File: config.mk
export PLATFORM = sky130hd
export DESIGN_NAME = axi_aw_decoder_dest_push
export DESIGN_NICKNAME = d
export VERILOG_FILES = /design/src/rtl/axi_node_pkg.sv /design/src/rtl/axi_region_match.sv /design/src/rtl/axi_aw_decoder_dest_push.sv
export SDC_FILE = /design/constraint.sdc
export NUM_CORES = 1
export LEC_CHECK = 0
export CAP_MARGIN = 20
export CORE_AREA = 8 8 223 225
export CTS_CLUSTER_DIAMETER = 40
export DETAILED_ROUTE_END_ITERATION = 10
export DIE_AREA = 0 0 231 233
export PLACE_DENSITY = 0.69
export REMOVE_ABC_BUFFERS = 1
export SLEW_MARGIN = 20
export SYNTH_ARGS = -nofsm -noshare
export SYNTH_HDL_FRONTEND = slang
export SYNTH_HIERARCHICAL = 1
export SYNTH_SLANG_ARGS = --single-unit
export TNS_END_PERCENT = 50
File: constraint.sdc
create_clock -name clk -period 9.1 [get_ports clk]
set_clock_uncertainty 0.05 [all_clocks]
set_input_delay 2.73 -clock clk [delete_from_list [all_inputs] [get_ports clk]]
set_output_delay 2.73 -clock clk [all_outputs]
set_load 0.02 [all_outputs]
File: src/rtl/axi_node_pkg.sv
// Shared AXI node types and constants used by the AW decoder and its
// region matcher.
package axi_node_pkg;

    localparam logic [1:0] RESP_OKAY   = 2'b00;
    localparam logic [1:0] RESP_DECERR = 2'b11;

    typedef enum logic [1:0] {
        IDLE      = 2'd0,
        ERR_DRAIN = 2'd1,
        ERR_DATA  = 2'd2,
        ERR_RESP  = 2'd3
    } aw_dec_state_t;

endpackage

File: src/rtl/axi_region_match.sv
// Address region comparator bank for one master port: reports a hit when the
// address falls inside any enabled inclusive region and the port is reachable.
module axi_region_match #(
    parameter int ADDR_WIDTH = 32,
    parameter int N_REGION   = 2
) (
    input  logic [ADDR_WIDTH-1:0]          addr_i,
    input  logic [N_REGION*ADDR_WIDTH-1:0] start_addr_i,
    input  logic [N_REGION*ADDR_WIDTH-1:0] end_addr_i,
    input  logic [N_REGION-1:0]            enable_region_i,
    input  logic                           connected_i,
    output logic                           match_o
);

    logic region_hit;

    always_comb begin
        region_hit = 1'b0;
        for (int r = 0; r < N_REGION; r++) begin
            if (enable_region_i[r] &&
                (addr_i >= start_addr_i[r*ADDR_WIDTH +: ADDR_WIDTH]) &&
                (addr_i <= end_addr_i[r*ADDR_WIDTH +: ADDR_WIDTH])) begin
                region_hit = 1'b1;
            end
        end
        match_o = connected_i & region_hit;
    end

endmodule

File: src/rtl/axi_aw_decoder_dest_push.sv
// AW-channel decoder for one slave port: steers AW to the matched master port,
// pushes the one-hot destination, and absorbs unmapped writes with a DECERR.
// Optional feature macro AXI_AW_DECERR_COUNT_EN adds a saturating DECERR counter.
module axi_aw_decoder_dest_push
    import axi_node_pkg::*;
#(
    parameter int ADDR_WIDTH   = 32,
    parameter int N_INIT_PORT  = 4,
    parameter int N_REGION     = 2,
    parameter int AXI_ID_WIDTH = 6,
    parameter int FIFO_DEPTH   = 8
) (
    input  logic                                    clk,
    input  logic                                    rst,
    input  logic                                    awvalid_i,
    input  logic [ADDR_WIDTH-1:0]                   awaddr_i,
    input  logic [AXI_ID_WIDTH-1:0]                 awid_i,
    output logic                                    awready_o,
    output logic [N_INIT_PORT-1:0]                  awvalid_o,
    input  logic [N_INIT_PORT-1:0]                  awready_i,
    input  logic [N_REGION*N_INIT_PORT*ADDR_WIDTH-1:0] START_ADDR_i,
    input  logic [N_REGION*N_INIT_PORT*ADDR_WIDTH-1:0] END_ADDR_i,
    input  logic [N_REGION*N_INIT_PORT-1:0]         enable_region_i,
    input  logic [N_INIT_PORT-1:0]                  connectivity_map_i,
    output logic [N_INIT_PORT-1:0]                  DEST_o,
    output logic                                    push_DEST_o,
    input  logic                                    grant_FIFO_DEST_i,
    input  logic                                    w_pop_i,
    output logic                                    handle_error_o,
    input  logic                                    wdata_error_completed_i,
    output logic                                    error_bvalid_o,
    output logic [AXI_ID_WIDTH-1:0]                 error_bid_o,
    output logic [1:0]                              error_bresp_o,
    input  logic                                    error_bready_i
`ifdef AXI_AW_DECERR_COUNT_EN
    ,
    output logic [15:0]                             decerr_count_o
`endif
);

    localparam int CNT_W = $clog2(FIFO_DEPTH + 1);

    aw_dec_state_t state_q, state_d;
    logic [CNT_W-1:0]        cnt_q, cnt_d;
    logic [AXI_ID_WIDTH-1:0] id_q, id_d;

    logic [N_INIT_PORT-1:0]                         match;
    logic [N_INIT_PORT-1:0]                         dest_onehot;
    logic [N_INIT_PORT-1:0][N_REGION*ADDR_WIDTH-1:0] port_start;
    logic [N_INIT_PORT-1:0][N_REGION*ADDR_WIDTH-1:0] port_end;
    logic [N_INIT_PORT-1:0][N_REGION-1:0]           port_en;

    logic aw_ready;
    logic push;
    logic miss_accept;

    // The flat region vectors are ordered region-major; regroup them per port.
    for (genvar p = 0; p < N_INIT_PORT; p++) begin : g_port
        for (genvar r = 0; r < N_REGION; r++) begin : g_region
            assign port_start[p][r*ADDR_WIDTH +: ADDR_WIDTH] =
                START_ADDR_i[(r*N_INIT_PORT+p)*ADDR_WIDTH +: ADDR_WIDTH];
            assign port_end[p][r*ADDR_WIDTH +: ADDR_WIDTH] =
                END_ADDR_i[(r*N_INIT_PORT+p)*ADDR_WIDTH +: ADDR_WIDTH];
            assign port_en[p][r] = enable_region_i[r*N_INIT_PORT+p];
        end

        axi_region_match #(
            .ADDR_WIDTH (ADDR_WIDTH),
            .N_REGION   (N_REGION)
        ) u_match (
            .addr_i          (awaddr_i),
            .start_addr_i    (port_start[p]),
            .end_addr_i      (port_end[p]),
            .enable_region_i (port_en[p]),
            .connected_i     (connectivity_map_i[p]),
            .match_o         (match[p])
        );
    end

    // Overlapping regions resolve to the lowest-numbered port.
    always_comb begin
        dest_onehot = '0;
        for (int p = N_INIT_PORT - 1; p >= 0; p--) begin
            if (match[p]) begin
                dest_onehot    = '0;
                dest_onehot[p] = 1'b1;
            end
        end
    end

    always_comb begin
        state_d        = state_q;
        id_d           = id_q;
        aw_ready       = 1'b0;
        push           = 1'b0;
        miss_accept    = 1'b0;
        awvalid_o      = '0;
        DEST_o         = '0;
        handle_error_o = 1'b0;
        error_bvalid_o = 1'b0;
        error_bid_o    = '0;

        unique case (state_q)
            IDLE: begin
                DEST_o = dest_onehot;
                if (dest_onehot != '0) begin
                    awvalid_o = dest_onehot & {N_INIT_PORT{awvalid_i & grant_FIFO_DEST_i}};
                    aw_ready  = (|(awready_i & dest_onehot)) & grant_FIFO_DEST_i;
                    push      = awvalid_i & aw_ready;
                end else if (awvalid_i) begin
                    aw_ready    = 1'b1;
                    miss_accept = 1'b1;
                    id_d        = awid_i;
                    state_d     = (cnt_q != '0) ? ERR_DRAIN : ERR_DATA;
                end
            end
            ERR_DRAIN: begin
                if (cnt_q == '0) begin
                    state_d = ERR_DATA;
                end
            end
            ERR_DATA: begin
                handle_error_o = 1'b1;
                if (wdata_error_completed_i) begin
                    state_d = ERR_RESP;
                end
            end
            ERR_RESP: begin
                error_bvalid_o = 1'b1;
                error_bid_o    = id_q;
                if (error_bready_i) begin
                    state_d = IDLE;
                end
            end
            default: state_d = IDLE;
        endcase
    end

    // Bursts whose destination was pushed but whose wlast has not yet been popped.
    always_comb begin
        cnt_d = cnt_q;
        if (push && !w_pop_i) begin
            cnt_d = cnt_q + CNT_W'(1);
        end else if (!push && w_pop_i) begin
            cnt_d = cnt_q - CNT_W'(1);
        end
    end

    always_ff @(posedge clk or posedge rst) begin
        if (rst) begin
            state_q <= IDLE;
            cnt_q   <= '0;
            id_q    <= '0;
        end else begin
            state_q <= state_d;
            cnt_q   <= cnt_d;
            id_q    <= id_d;
        end
    end

    assign awready_o     = aw_ready;
    assign push_DEST_o   = push;
    assign error_bresp_o = RESP_DECERR;

`ifdef AXI_AW_DECERR_COUNT_EN
    logic [15:0] decerr_cnt_q;

    always_ff @(posedge clk or posedge rst) begin
        if (rst) begin
            decerr_cnt_q <= '0;
        end else if (miss_accept && (decerr_cnt_q != 16'hFFFF)) begin
            decerr_cnt_q <= decerr_cnt_q + 16'd1;
        end
    end

    assign decerr_count_o = decerr_cnt_q;
`else
`endif

    a_no_pop_underflow: assert property (
        @(posedge clk) disable iff (rst) !(w_pop_i && (cnt_q == '0))
    );

endmodule

Word-level counts from Yosys, hierarchy flattened
Cells that the tools add are included.
Widths: inputs -> output; s select.
{ "word_totals": {"ff_bits": 12, "output_inout_bits": 20, "wordCells": 99} }
{ "classes": {"add_sub_neg": 2, "magnitude_cmp": 16, "eq_ne": 8, "mux": 32, "bitwise": 10, "reduce_logical": 28} }
{ "ops": {"columns": ["cell", "n"], "rows": [
  ["$ge 32x32->1", 8],
  ["$le 32x32->1", 8],
  ["$mux 4", 9],
  ["$logic_and 1x1->1", 18],
  ["$mux 1", 15],
  ["$mux 2", 6],
  ["$ne 2x2->1 const B", 5],
  ["$and 4x4->4", 2],
  ["$pmux 2 s4", 1],
  ["$reduce_bool 4->1", 2],
  ["$and 1x1->1", 7],
  ["$mux 6", 1],
  ["$reduce_and 5->1", 1],
  ["$add 4x1->4 const B", 1],
  ["$eq 2x2->1 const B", 2],
  ["$logic_not 4->1", 1],
  ["$reduce_or 4->1", 1],
  ["$sub 4x1->4 const B", 1],
  ["$reduce_and 3->1", 1],
  ["$eq 2x1->1 const B", 1],
  ["$logic_not 1->1", 2],
  ["$logic_not 2->1", 1],
  ["$reduce_bool 2->1", 1],
  ["$not 1->1", 1]
]} }

Depth between registers and ports, before layout
{ "depth": {"word_depth": 20, "mapped_depth": 20, "ltp_nobuf": 20} }

Hierarchy
Netlist, hierarchy kept.
{ "by_module_without_submodules": {"columns": ["module", "n_inst", "cells_per_inst", "area_each_um2", "seq_area_each_um2"], "rows": [
  ["axi_region_match at g_port[0].u_match ...", 3, 442, 3188.1, 0.0],
  ["axi_region_match at g_port[2].u_match", 1, 454, 3194.3, 0.0],
  ["axi_aw_decoder_dest_push", 1, 86, 873.3, 300.3]
]} }

Least setup slack after synthesis
No wires, ideal clock.
{ "synth_path": {"kind": "input port to output port", "start": "input END_ADDR_i[25]", "end": "output push_DEST_o", "arrival_time_ns": 5.188, "required_ns": 6.320, "setup_slack_ns": 1.132, "stages": 11, "path_buffers": 0, "path_cell_list": "inv_1 > ha_1 > a21o_1 > a221o_1 > a221oi_1 > o21ai_0 > o21ai_0 > a22o_1 > nor2_1 > a21oi_1 > nor3b_1"} }
{ "synth_via": {"elab_chain_len": 12, "elab_cells_between_ends": 13, "classes_between": "order compare: 1; mux: 5; bitwise: 4; reduce/logical: 3"} }
{ "synth_lines": {"columns": ["element", "line_no", "rtl"], "rows": [
  ["start: declaration", "axi_aw_decoder_dest_push.sv:22", "input logic [N_REGION*N_INIT_PORT*ADDR_WIDTH-1:0] END_ADDR_i,"],
  ["$le 32x32->1 *", "axi_region_match.sv:22", "(addr_i <= end_addr_i[r*ADDR_WIDTH +: ADDR_WIDTH])) begin"],
  ["$logic_and 1x1->1 *", "axi_region_match.sv:21", "(addr_i >= start_addr_i[r*ADDR_WIDTH +: ADDR_WIDTH]) &&"],
  ["$mux 1 * (2 in a row)", "axi_region_match.sv:20", "if (enable_region_i[r] &&"],
  ["$and 1x1->1 *", "axi_region_match.sv:26", "match_o = connected_i & region_hit;"],
  ["$mux 4 *", "axi_aw_decoder_dest_push.sv:84", "if (match[p]) begin"],
  ["via dest_onehot[0]", "axi_aw_decoder_dest_push.sv:48", "logic [N_INIT_PORT-1:0] dest_onehot;"],
  ["$and 4x4->4", "axi_aw_decoder_dest_push.sv:108", "aw_ready = (|(awready_i & dest_onehot)) & grant_FIFO_DEST_i;"],
  ["$reduce_or 4->1", "axi_aw_decoder_dest_push.sv:108", null],
  ["$and 1x1->1", "axi_aw_decoder_dest_push.sv:108", null],
  ["$and 1x1->1", "axi_aw_decoder_dest_push.sv:109", "push = awvalid_i & aw_ready;"],
  ["$mux 1 *", "axi_aw_decoder_dest_push.sv:106", "if (dest_onehot != '0) begin"],
  ["$mux 1 *", "axi_aw_decoder_dest_push.sv:103", "unique case (state_q)"],
  ["end: declaration", "axi_aw_decoder_dest_push.sv:26", "output logic push_DEST_o,"]
]} }
The timed path passes the listed nets; every way through them passes the cells marked *.

Final worst setup path
{ "layout_path": {"start": "input awaddr_i[9]", "end": "output awready_o"} }
{ "layout_via": {"elab_cells_between_ends": 54, "classes_between": "order compare: 16; mux: 14; bitwise: 6; reduce/logical: 18"} }
{ "layout_rtl": {"columns": ["element", "line_no", "rtl"], "rows": [
  ["start: declaration", "axi_aw_decoder_dest_push.sv:16", "input logic [ADDR_WIDTH-1:0] awaddr_i,"],
  ["$ge 32x32->1", "axi_region_match.sv:21", null],
  ["$logic_and 1x1->1", "axi_region_match.sv:20", null],
  ["$logic_and 1x1->1", "axi_region_match.sv:21", null],
  ["$mux 1", "axi_region_match.sv:20", null],
  ["$mux 1 *", "axi_region_match.sv:20", null],
  ["$and 1x1->1 *", "axi_region_match.sv:26", null],
  ["via match[2]", "axi_aw_decoder_dest_push.sv:47", "logic [N_INIT_PORT-1:0] match;"],
  ["$mux 4 * (3 in a row)", "axi_aw_decoder_dest_push.sv:84", null],
  ["$and 4x4->4", "axi_aw_decoder_dest_push.sv:108", null],
  ["$reduce_or 4->1", "axi_aw_decoder_dest_push.sv:108", null],
  ["$and 1x1->1", "axi_aw_decoder_dest_push.sv:108", null],
  ["$mux 1 *", "axi_aw_decoder_dest_push.sv:106", null],
  ["$mux 1 *", "axi_aw_decoder_dest_push.sv:103", null],
  ["end: declaration", "axi_aw_decoder_dest_push.sv:18", "output logic awready_o,"]
]} }
Marked as above.

==> summary.md <==
| Metric | Value |
|---|---|
| CP arrival | 6430 ps |
| Final slew viol count | 0 |
| Tmin final | between 9000 and 10,000 ps |
| Initial antenna violation count | 18 |
| Full die area | roughly 54,000 µm² |
| Sequential group share of total power | 0.080 |
| Number of global-route vias before repair | around 18,000 |
| Seq/Total Area, Yosys | 0.0220 |
| Synthesis-stage register bit count | 12 |
| Power per cell area | between 60 and 70 nW/µm² |
| Post-synth top flop | dfrtp_1 |
| Status | finished with violations |
| Vias/cell | between 4 and 5 |
| Worst setup SP type | primary input |
| Post-Syn Instances | around 1,900 |
| Sw frac | 0.434 |
| IO Pins | between 500 and 600 |
| CTS root buf | clkbuf_16 |
| Hold Vio Cnt, Final | 0 |
| M3 GR Usage | 0.0425 |
| GPL Wtd Cong | ~1.0 |
| Nets@finish | 3,765 |
| CP Capture Type | output port |
| Initial Util | 0.296 |
| Synth warnings | 6 |
| Drt wl/cell | approximately 21 µm |
| CTS buffer count | 3 |
| Final setup viols | 2 |
| Clock Pin Slew Worst Setup and Hold Paths | roughly 40 ps |
| Async SR Flop Fraction | 1.00 |
| Site Rows | 79 |
| Clk_lat worst skew | roughly 240 ps |
| Post-layout util | 0.486 |
| Die X | roughly 230 µm |
| Post-Syn Area | about 14,000 µm² |
| Post-Route WL | slightly below 70,000 µm |
| Failing checks | negative setup slack |
| Global-route wire length before repair | around 100,000 µm |
| Distinct cells, synth | 51 |
| Leakage | between 10 and 15 nW |
| Critical path peak fanout | 11 |
| Drt initial violations | ~720 |
| Finished Layout Cells | 3,293 |
| Comb power frac | 0.861 |
| Grt peak-use layer | met2 |
| Pint | roughly 760 µW |
| Share of post-route cells with drive strength above 1 | 0.104 |
| Core ar. | between 40,000 and 50,000 µm² |
| Htree depth | 1 |
| Port-buffer cells | slightly below 600 |
| Final worst slack | -113 ps |
| Worst slack, placed | -865 ps |
| Drt drc | 0 |
| Die Height | 233 µm |
| Area delta synth->final | 64.2% |
| Design Power | ~1.3 mW |
| Mean post-synth cell area | between 7 and 8 µm² |
| DP HPWL | 63,600 µm |
| # hold bufs at CTS | 0 |
| DR vias | between 15,000 and 20,000 |
| Fin crit share | 1.01 |
| Grt met2 use | 0.447 |
| Unrepaired setup endpoints after global routing | yes |
| Slew @ Worst Pin | roughly 650 ps |
| Largest net degree at the start of global routing | 17 |
| Worst min-delay path category | reg2reg |
| Gr ovfl total | 0 |
| M1 GR Usage | 0.284 |
| Clk buf depth | 2 |
| Post-route ant nets | 0 |
| Critical path type | in2out |
| Critical path required time | ~6300 ps |
| Headroom to the max-slew limit | 0.560 |
| Peak supply drop | between 80 and 90 µV |
| Max-cap violation count | 0 |
| Global Route Usage Sum | 0.244 |
| Max Freq | between 100 and 150 MHz |
| Pre-antenna DRT Iters | 5 |
| CTS tree | yes |
| Psw | 585 µW |
| Post-synth EDFFs | 0 |
| Dpl cells | approximately 3,300 |
| Clk pwr share | 0.059 |
| Clock sinks | 12 |
==> worst paths after layout <==
path                            slack (ps)        start    endpoint  cells past startpoint
worst max-delay path                  -110  awaddr_i[9]   awready_o                     15
worst min-delay path                   440      id_q[3]     id_q[3]                      1
worst max register to register        6320   state_q[0]    cnt_q[3]                     13
worst min register to register         440      id_q[3]     id_q[3]                      1
max in group asynchronous             5880          rst  state_q[1]                      2
min in group asynchronous             2790          rst     id_q[2]                      2
==> kinds of logic after synthesis <==
kind of cell,after synthesis,synth area share
adder cells (fa/ha/maj),520,0.478
other,1,0.000275
AO/OA/AOI/OAI,434,0.201
AND/OR/NAND/NOR,366,0.144
multiplexers,10,0.00835
buffers and inverters,520,0.144
XOR/XNOR,3,0.00193
flip-flops,12,0.0220
==> metrics by stage <==
step / TNS, ps / hold WS (ps) / cell area [µm²]
floorplan: 0 / 421 / 13600
global placement: -6770 / 430 / 22000
detailed placement: -7180 / 436 / 22000
CTS: -79.8 / 445 / 22300
global route: -245 / 477 / 22400
finish: -129 / 445 / 22400
==> worst max-delay path, stage by stage <==
cell and delay [ps]:
clkdlybuf4s50_1 550, buf_6 230, ha_1 290, a41oi_1 250, o21ai_0 150, a21oi_1 200, o21ai_0 140, a21oi_2 330
buf_4 170, o21ai_0 150, a22o_2 310, nor2b_1 220, a32oi_2 170, o21ai_0 190, clkdlybuf4s15_1 340
==> power by group through the flow <==
stage               sequential (mW)  combinational (mW)  clock, mW
floorplan                     0.102               0.527          0
global placement              0.106                1.10          0
detailed placement            0.109                1.14          0
CTS                           0.108                1.16     0.0800
global route                  0.112                1.28     0.0859
finish                        0.108                1.16     0.0793
==> layer usage <==
metal,part of all wire,wire length [µm]
met1,0.41,28400
met2,0.49,34000
met3,0.064,4460
met4,0.034,2370
met5,0.00039,27
==> timing repair <==
| item | in CTS | in global routing |
|---|---|---|
| setup endpoints to repair | 10 | 8 |
| setup buffers | 2 | 0 |
| gates resized for setup | 50 | 27 |
| pin swaps | 9 | 2 |
==> cells in the mapped netlist (8+ instances only) <==
cell type / instances / area [µm²]
a221o_1: 10 / 100
a22o_1: 8 / 70.1
nor2_1: 31 / 116
a21o_1: 83 / 623
dfrtp_1: 12 / 300
o21ai_0: 75 / 375
ha_1: 519 / 6490
nand3_1: 71 / 355
a21oi_1: 173 / 866
and2_1: 9 / 56.3
nand2_1: 101 / 379
o211ai_1: 9 / 67.6
nor3_1: 21 / 105
a211oi_1: 24 / 180
nand4_1: 72 / 450
inv_1: 517 / 1940
a221oi_1: 14 / 123
nor2b_1: 11 / 68.8
and4_1: 22 / 193
==> area by class of cell <==
type	count	area, µm²
multi-input combinational	1335	11600
inverter	518	1940
timing repair buffer	802	7660
antenna	16	40.0
sequential	12	300
fill	4512	23700
tap	607	759
clock buffer	3	75.1
==> cell usage in the layout (no fill, tap or decap), types with 71 or more instances in the layout <==
master,Yosys,final
a21oi_1,173,168
nand4_1,72,72
inv_1,517,516
nand3_1,71,71
ha_1,519,519
o21ai_0,75,72
clkdlybuf4s50_1,0,579
a21o_1,83,83
nand2_1,101,101
buf_4,2,196
==> registers in the layout, summed over array words and instances (netlist names) <==
name     cells
cnt_q        4
id_q         6
state_q      2
No activity file was read; power rests on OpenSTA's default activity.
